--- config.mk ---
export PLATFORM = sky130hd
export DESIGN_NAME = draw_sequencer
export DESIGN_NICKNAME = d
export VERILOG_FILES = /design/src/rtl/draw_sequencer.sv
export SDC_FILE = /design/constraint.sdc
export NUM_CORES = 1
export LEC_CHECK = 0
export BUFFER_PORTS_ARGS = -buffer_cell sky130_fd_sc_hd__buf_2
export CAP_MARGIN = 15
export CORE_MARGIN = 2
export CORE_UTILIZATION = 55
export DETAILED_ROUTE_END_ITERATION = 12
export PLACE_DENSITY = 0.82
export SLEW_MARGIN = 20
export SYNTH_ARGS = -nofsm -noshare
export SYNTH_HDL_FRONTEND = slang
export SYNTH_SLANG_ARGS = --single-unit
export TNS_END_PERCENT = 20
--- constraint.sdc ---
create_clock -name clock -period 3.87 [get_ports clock]
set_input_delay 0.774 -clock clock [delete_from_list [all_inputs] [get_ports clock]]
set_output_delay 0.774 -clock clock [all_outputs]
set_load 0.05 [all_outputs]
--- src/rtl/draw_sequencer.sv ---
// Control FSM for the 160x120 VGA pixel path: captures x then y/colour on keypresses and
// plots a square, or sweeps the whole screen clear; drives datapath strobes and plot.
module draw_sequencer #(
    parameter int WIDTH      = 160,
    parameter int HEIGHT     = 120,
    parameter int BLOCK_LOG2 = 2
) (
    input  logic                    clock,
    input  logic                    reset,
    input  logic                    load,
    input  logic                    go,
    input  logic                    clear,
    output logic                    xEnable,
    output logic                    yEnable,
    output logic                    colourEnable,
    output logic                    controlReset,
    output logic                    countUp,
    output logic                    plot,
    output logic [2*BLOCK_LOG2-1:0] offset,
    output logic                    busy,
    output logic                    done
);

    // state         | meaning
    // S_LOAD_X      | idle, waiting for load (x) or clear
    // S_LOAD_X_WAIT | x latched, waiting for load release
    // S_LOAD_Y      | waiting for go (y, colour) or clear
    // S_LOAD_Y_WAIT | y/colour latched, waiting for go release
    // S_DRAW        | plotting the square, one pixel per cycle
    // S_CLEAR_INIT  | one-cycle datapath clear before the sweep
    // S_CLEAR       | plotting every screen pixel
    // S_DONE        | one-cycle completion pulse

    localparam int OFF_W   = 2 * BLOCK_LOG2;
    localparam int PIXELS  = WIDTH * HEIGHT;
    localparam int SWEEP_W = $clog2(PIXELS);
    localparam logic [SWEEP_W-1:0] SWEEP_LAST = SWEEP_W'(PIXELS - 1);
    localparam logic [OFF_W-1:0]   OFF_LAST   = '1;

    typedef enum logic [2:0] {
        S_LOAD_X,
        S_LOAD_X_WAIT,
        S_LOAD_Y,
        S_LOAD_Y_WAIT,
        S_DRAW,
        S_CLEAR_INIT,
        S_CLEAR,
        S_DONE
    } state_t;

    state_t               state, state_next;
    logic [OFF_W-1:0]     offset_count;
    logic [SWEEP_W-1:0]   sweep_count;

    always_ff @(posedge clock) begin
        if (reset) begin
            state        <= S_LOAD_X;
            offset_count <= '0;
            sweep_count  <= '0;
        end else begin
            state        <= state_next;
            // Both counters hold at zero outside their sweep, so entry always starts from 0.
            offset_count <= (state == S_DRAW)  ? offset_count + 1'b1 : '0;
            sweep_count  <= (state == S_CLEAR) ? sweep_count + 1'b1  : '0;
        end
    end

    always_comb begin
        state_next   = state;
        xEnable      = 1'b0;
        yEnable      = 1'b0;
        colourEnable = 1'b0;
        controlReset = 1'b0;
        countUp      = 1'b0;
        plot         = 1'b0;
        offset       = '0;
        busy         = 1'b0;
        done         = 1'b0;

        // Outputs are forced low while reset is held, even though state updates only at the edge.
        if (!reset) begin
            case (state)
                S_LOAD_X: begin
                    if (clear) begin
                        state_next = S_CLEAR_INIT;
                    end else if (load) begin
                        xEnable    = 1'b1;
                        state_next = S_LOAD_X_WAIT;
                    end
                end
                S_LOAD_X_WAIT: begin
                    if (!load) state_next = S_LOAD_Y;
                end
                S_LOAD_Y: begin
                    if (clear) begin
                        state_next = S_CLEAR_INIT;
                    end else if (go) begin
                        yEnable      = 1'b1;
                        colourEnable = 1'b1;
                        state_next   = S_LOAD_Y_WAIT;
                    end
                end
                S_LOAD_Y_WAIT: begin
                    if (!go) state_next = S_DRAW;
                end
                S_DRAW: begin
                    plot   = 1'b1;
                    busy   = 1'b1;
                    offset = offset_count;
                    if (offset_count == OFF_LAST) state_next = S_DONE;
                end
                S_CLEAR_INIT: begin
                    controlReset = 1'b1;
                    busy         = 1'b1;
                    state_next   = S_CLEAR;
                end
                S_CLEAR: begin
                    plot    = 1'b1;
                    countUp = 1'b1;
                    busy    = 1'b1;
                    if (sweep_count == SWEEP_LAST) state_next = S_DONE;
                end
                S_DONE: begin
                    done       = 1'b1;
                    state_next = S_LOAD_X;
                end
                default: state_next = S_LOAD_X;
            endcase
        end
    end

endmodule

== After elaboration in Yosys (flattened, before gate mapping) ==
Index checks and enable logic that the tools add are counted.

* Bits in registers: 22
* Bits in latches: 0
* Memory bits (writable): 0
* Bits in read-only memories: 0
* Bits of input ports: 5
* Output and inout port bits: 12
* Logic and storage cells: 57
* Memories kept: 0

* $add $sub $neg: 2
* $mul: 0
* Divide/modulo/power cells: 0
* Magnitude comparators: 0
* Eq/ne operators: 15
* Shifts and indexed selects: 0
* Mux-type cells: 29
* Bitwise gates (word level): 2
* Reduce and logical (&&, ||, !) cells: 6

{| class="wikitable"
|+ Operators with widths
! cell !! number
|-
| 3-bit two-way mux || 8
|-
| 3-bit one-hot mux with 8 select lines || 1
|-
| 1-bit two-way mux || 18
|-
| 15-bit by 1-bit adder with 15-bit output (second input constant) || 1
|-
| 15-bit == test (second input constant) || 1
|-
| 3-bit == test (second input constant) || 4
|-
| 4-bit two-way mux || 2
|-
| 3-bit by 2-bit == test with 1-bit output (second input constant) || 2
|-
| 3-bit inequality test (second input constant) || 2
|-
| 6-bit AND reduction || 1
|-
| 2-bit OR reduction || 3
|-
| 4-bit by 1-bit adder with 4-bit output (second input constant) || 1
|-
| 4-bit == test (second input constant) || 1
|-
| 2-bit by 1-bit inequality test with 1-bit output (second input constant) || 2
|-
| 2-bit inequality test (second input constant) || 2
|-
| 3-bit by 1-bit == test with 1-bit output (second input constant) || 1
|-
| 3-bit logical NOT || 1
|-
| 3-bit OR reduction || 1
|-
| 1-bit inverter || 2
|}

== Logic depth before layout (Yosys ltp) ==
* Depth in word-level cells: 4
* Gate-level depth with buffers: 6
* Mapped depth without buffers: 5

== Worst setup path after synthesis ==
OpenSTA, ideal clock, no wires.

* Kind: input to output
* Start point: input reset
* End point: output countUp
* Arrival: 2.415 ns
* Required time: 3.096 ns
* Path slack: 0.681 ns
* Stages on the path: 5
* Buffers on the path: 1
* Path through: nand2b_1 nor2_1 nand2_1 clkbuf_1 inv_2

* Word-level cells in the longest chain between the ends: 1

{| class="wikitable"
|+ Ends and longest elaborated chain
! element !! line !! source
|-
| from (decl) || 9 || <nowiki>input logic reset,</nowiki>
|-
| 1-bit two-way mux || 81 || <nowiki>if (!reset) begin</nowiki>
|-
| to (decl) || 17 || <nowiki>output logic countUp,</nowiki>
|}

Every way passes these cells.

== Worst setup path in the final report ==
Ends and elaborated chain as after synthesis.

==> impl_metrics.ini <==
[outcome]
status = finished clean

[global_routing]
top_usage_layer = met2
grtUsageMet1 = 0.240
use_met2 = 0.304
grt_pass1_vias = 829
grt.met3_usage = 0.0491
grt_first_pass_wirelength_um = 3550
antenna_found_initial = 0
grt_max_degree = 19
grt_usage = 0.188
grt_overflow = 0

[clock_tree]
hold_buffers = 0
post-cts-setup-buffers = 0
clkSlewWorstSetupHoldPaths_ns = 0.11
cts_buffer_depth = 2
insertion_delay_ns = 0.31
cts-root-buf = clkbuf_4
cts_resized = 0
cts_buffers = 3
htree_levels = 1
clock_sinks = 22
cts_tree = done

[timing]
period_share = 0.732
worst_slew_pin_slew_ns = 0.534
setup_viol = 0
fin_crit_ns = 2.83
slew-limit-headroom = 0.643
hold_viol_final = 0
max_clock_freq_mhz = 353
slew_viol_final = 0
skew_ns = 0.0126
fin_tns_setup_ns = 0
rsz0062_at_grt = false

[place]
io_buffers = 16
gp_congestion = 0.834
dp_hpwl_um = 1470

[critical_path]
critPathArrivalTime_ns = 2.06
crit_path_end_kind = output port
slowest_delay_ns = 0.35
cp_common_cell = buf_2
path_cells = buf_2, nand2b_1, nor2_1, nand2_1, inv_2, buf_2
critical-path-top-delay-family = simple AND/OR/NAND/NOR gates
worstSetupPathType = primary input to output port
required_ns = 3.10
cp_slowest_cell = nand2_1
critical_path_buf_inv_count = 3
start_kind = primary input
crit_fanout = 15

[logic_synthesis]
synth-async-reset-ratio = 0
synth_nets = 141
yosysTopAreaCell = dfxtp_1
synthTopCellsByCount = nor2_1 (24), dfxtp_1 (22), xnor2_1 (13)
synth_edf_count = 0
synth_cell_type_count = 34
yosysWarnings = 0
yosys_most_used_dff = dfxtp_1
netlist_area_um2 = 1120
avgSynthCellArea_um2 = 8.36
ys_seq_area_frac = 0.393
yosysMostFrequentCell = nor2_1
synthDominantCellAreaShare = 0.393
syn_inst = 134
ys_seq_elements = 22
ys_top_cells_by_area = dfxtp_1 (39%), xnor2_1 (10%), nor2_1 (8.0%), nand3_1 (3.1%), and2_1 (2.8%)

[layout]
drive_above_1_share = 0.155
area_growth_syn_to_layout_pct = 10.8
final_util = 0.639
num_antenna_cells = 0
fin_nets = 156

[floorplan]
dieHeight_um = 49.1
initial_core_util = 0.577
dieArea_um2 = 2410
die_x_um = 49.1
ios = 17
core.rowCount = 16
core-area_um2 = 1940

[power_and_ir_drop]
leakagePower_nw = 0.456
power.density_nw_per_um2 = 456
peakVddDrop_mv = 0.291

[route]
wl_per_cell_um = 11.6
ant_nets = 0
via_per_inst = 5.39
first_iter_violations = 22
vias = 944
first_pass_iters = 4
route.detailed.drc = 0
wl_um = 2030

[hold_path]
hp-class = flop to flop

[flow_run]
max-cap-violations = 0
## registers in the layout (all words and copies together) (netlist names)
name and flops:
sweep_count 15, offset_count 4, state 3
## layout make-up
cell class / instances / area (um^2)
multi-input cells: 99 / 608
well taps: 27 / 33.8
inverters: 7 / 26.3
fillers: 165 / 701
flip-flops and latches: 22 / 440
clock buffers: 3 / 22.5
repair buffers: 16 / 80.1
clock inverters: 1 / 30.0
## where the power goes
group / switching [mW] / total, mW / internal [mW] / leakage, nW
combinational: 0.0636 / 0.113 / 0.0489 / 0.250
sequential: 0.0394 / 0.279 / 0.239 / 0.178
clock: 0.0705 / 0.175 / 0.105 / 0.0279
## kinds of logic after synthesis
| kind of cell | Yosys count | synth area share |
|---|---|---|
| xor+xnor | 15 | 0.117 |
| buf+inv | 13 | 0.0637 |
| flops | 22 | 0.393 |
| mux | 3 | 0.0279 |
| fa+ha+maj | 2 | 0.0223 |
| compound gates | 11 | 0.0670 |
| simple gates | 68 | 0.308 |
## worst register-to-register path, delay by kind of cell, from the launching register on
family | cells | cell delay, ns
simple gates | 2 | 0.83
compound gates | 1 | 0.37
flops | 1 | 0.40
mux | 1 | 0.12
fa+ha+maj | 1 | 0.20
## layout by cell type, fill, tap and decap left out, drive strengths merged
| cell | count |
|---|---|
| bufinv | 1 |
| o21ai | 1 |
| or4 | 1 |
| ha | 2 |
| a31oi | 1 |
| a21oi | 5 |
| mux2 | 1 |
| nand2b | 3 |
| or4b | 1 |
| nand2 | 6 |
| and2 | 5 |
| nor2b | 1 |
| nor3b | 1 |
| buf | 16 |
| mux2i | 2 |
| dfxtp | 22 |
| xnor2 | 13 |
| a311o | 1 |
| a211oi | 1 |
| clkbuf | 3 |
| nor4 | 5 |
| and3 | 3 |
| nand3 | 7 |
| inv | 7 |
| a32oi | 1 |
| nor3 | 6 |
| nor2 | 24 |
| o22ai | 1 |
| nand4 | 2 |
| nand4b | 1 |
| xor2 | 2 |
| or3 | 1 |
| and3b | 1 |
## through the flow
step	setup slack [ns]	cells	hold WS, ns	instance area (um^2)	total power [mW]
after detailed placement	1.06	171	0.456	1190	0.394
after global routing	0.905	175	0.517	1240	0.601
after CTS	1.05	175	0.484	1240	0.569
after global placement	1.15	171	0.443	1190	0.390
final	1.04	175	0.484	1240	0.567
after floorplan	0.681	134	0.426	1120	0.390
## worst paths after layout
check                   from         endpoint  slack [ns]  cells past startpoint
min reg2reg  offset_count[0]  offset_count[0]        0.48                      1
max reg2reg   sweep_count[0]         state[0]        1.87                      5
max                    reset          countUp        1.04                      6
min          offset_count[0]  offset_count[0]        0.48                      1
## per-layer routing
metal / part of all wire / vias up
li1: - / 481
met1: 0.47 / 439
met3: 0.045 / 4
met4: 0.013 / 0
met2: 0.48 / 20
met5: 0 / -
Note: power is estimated with default switching activity, not from simulation.
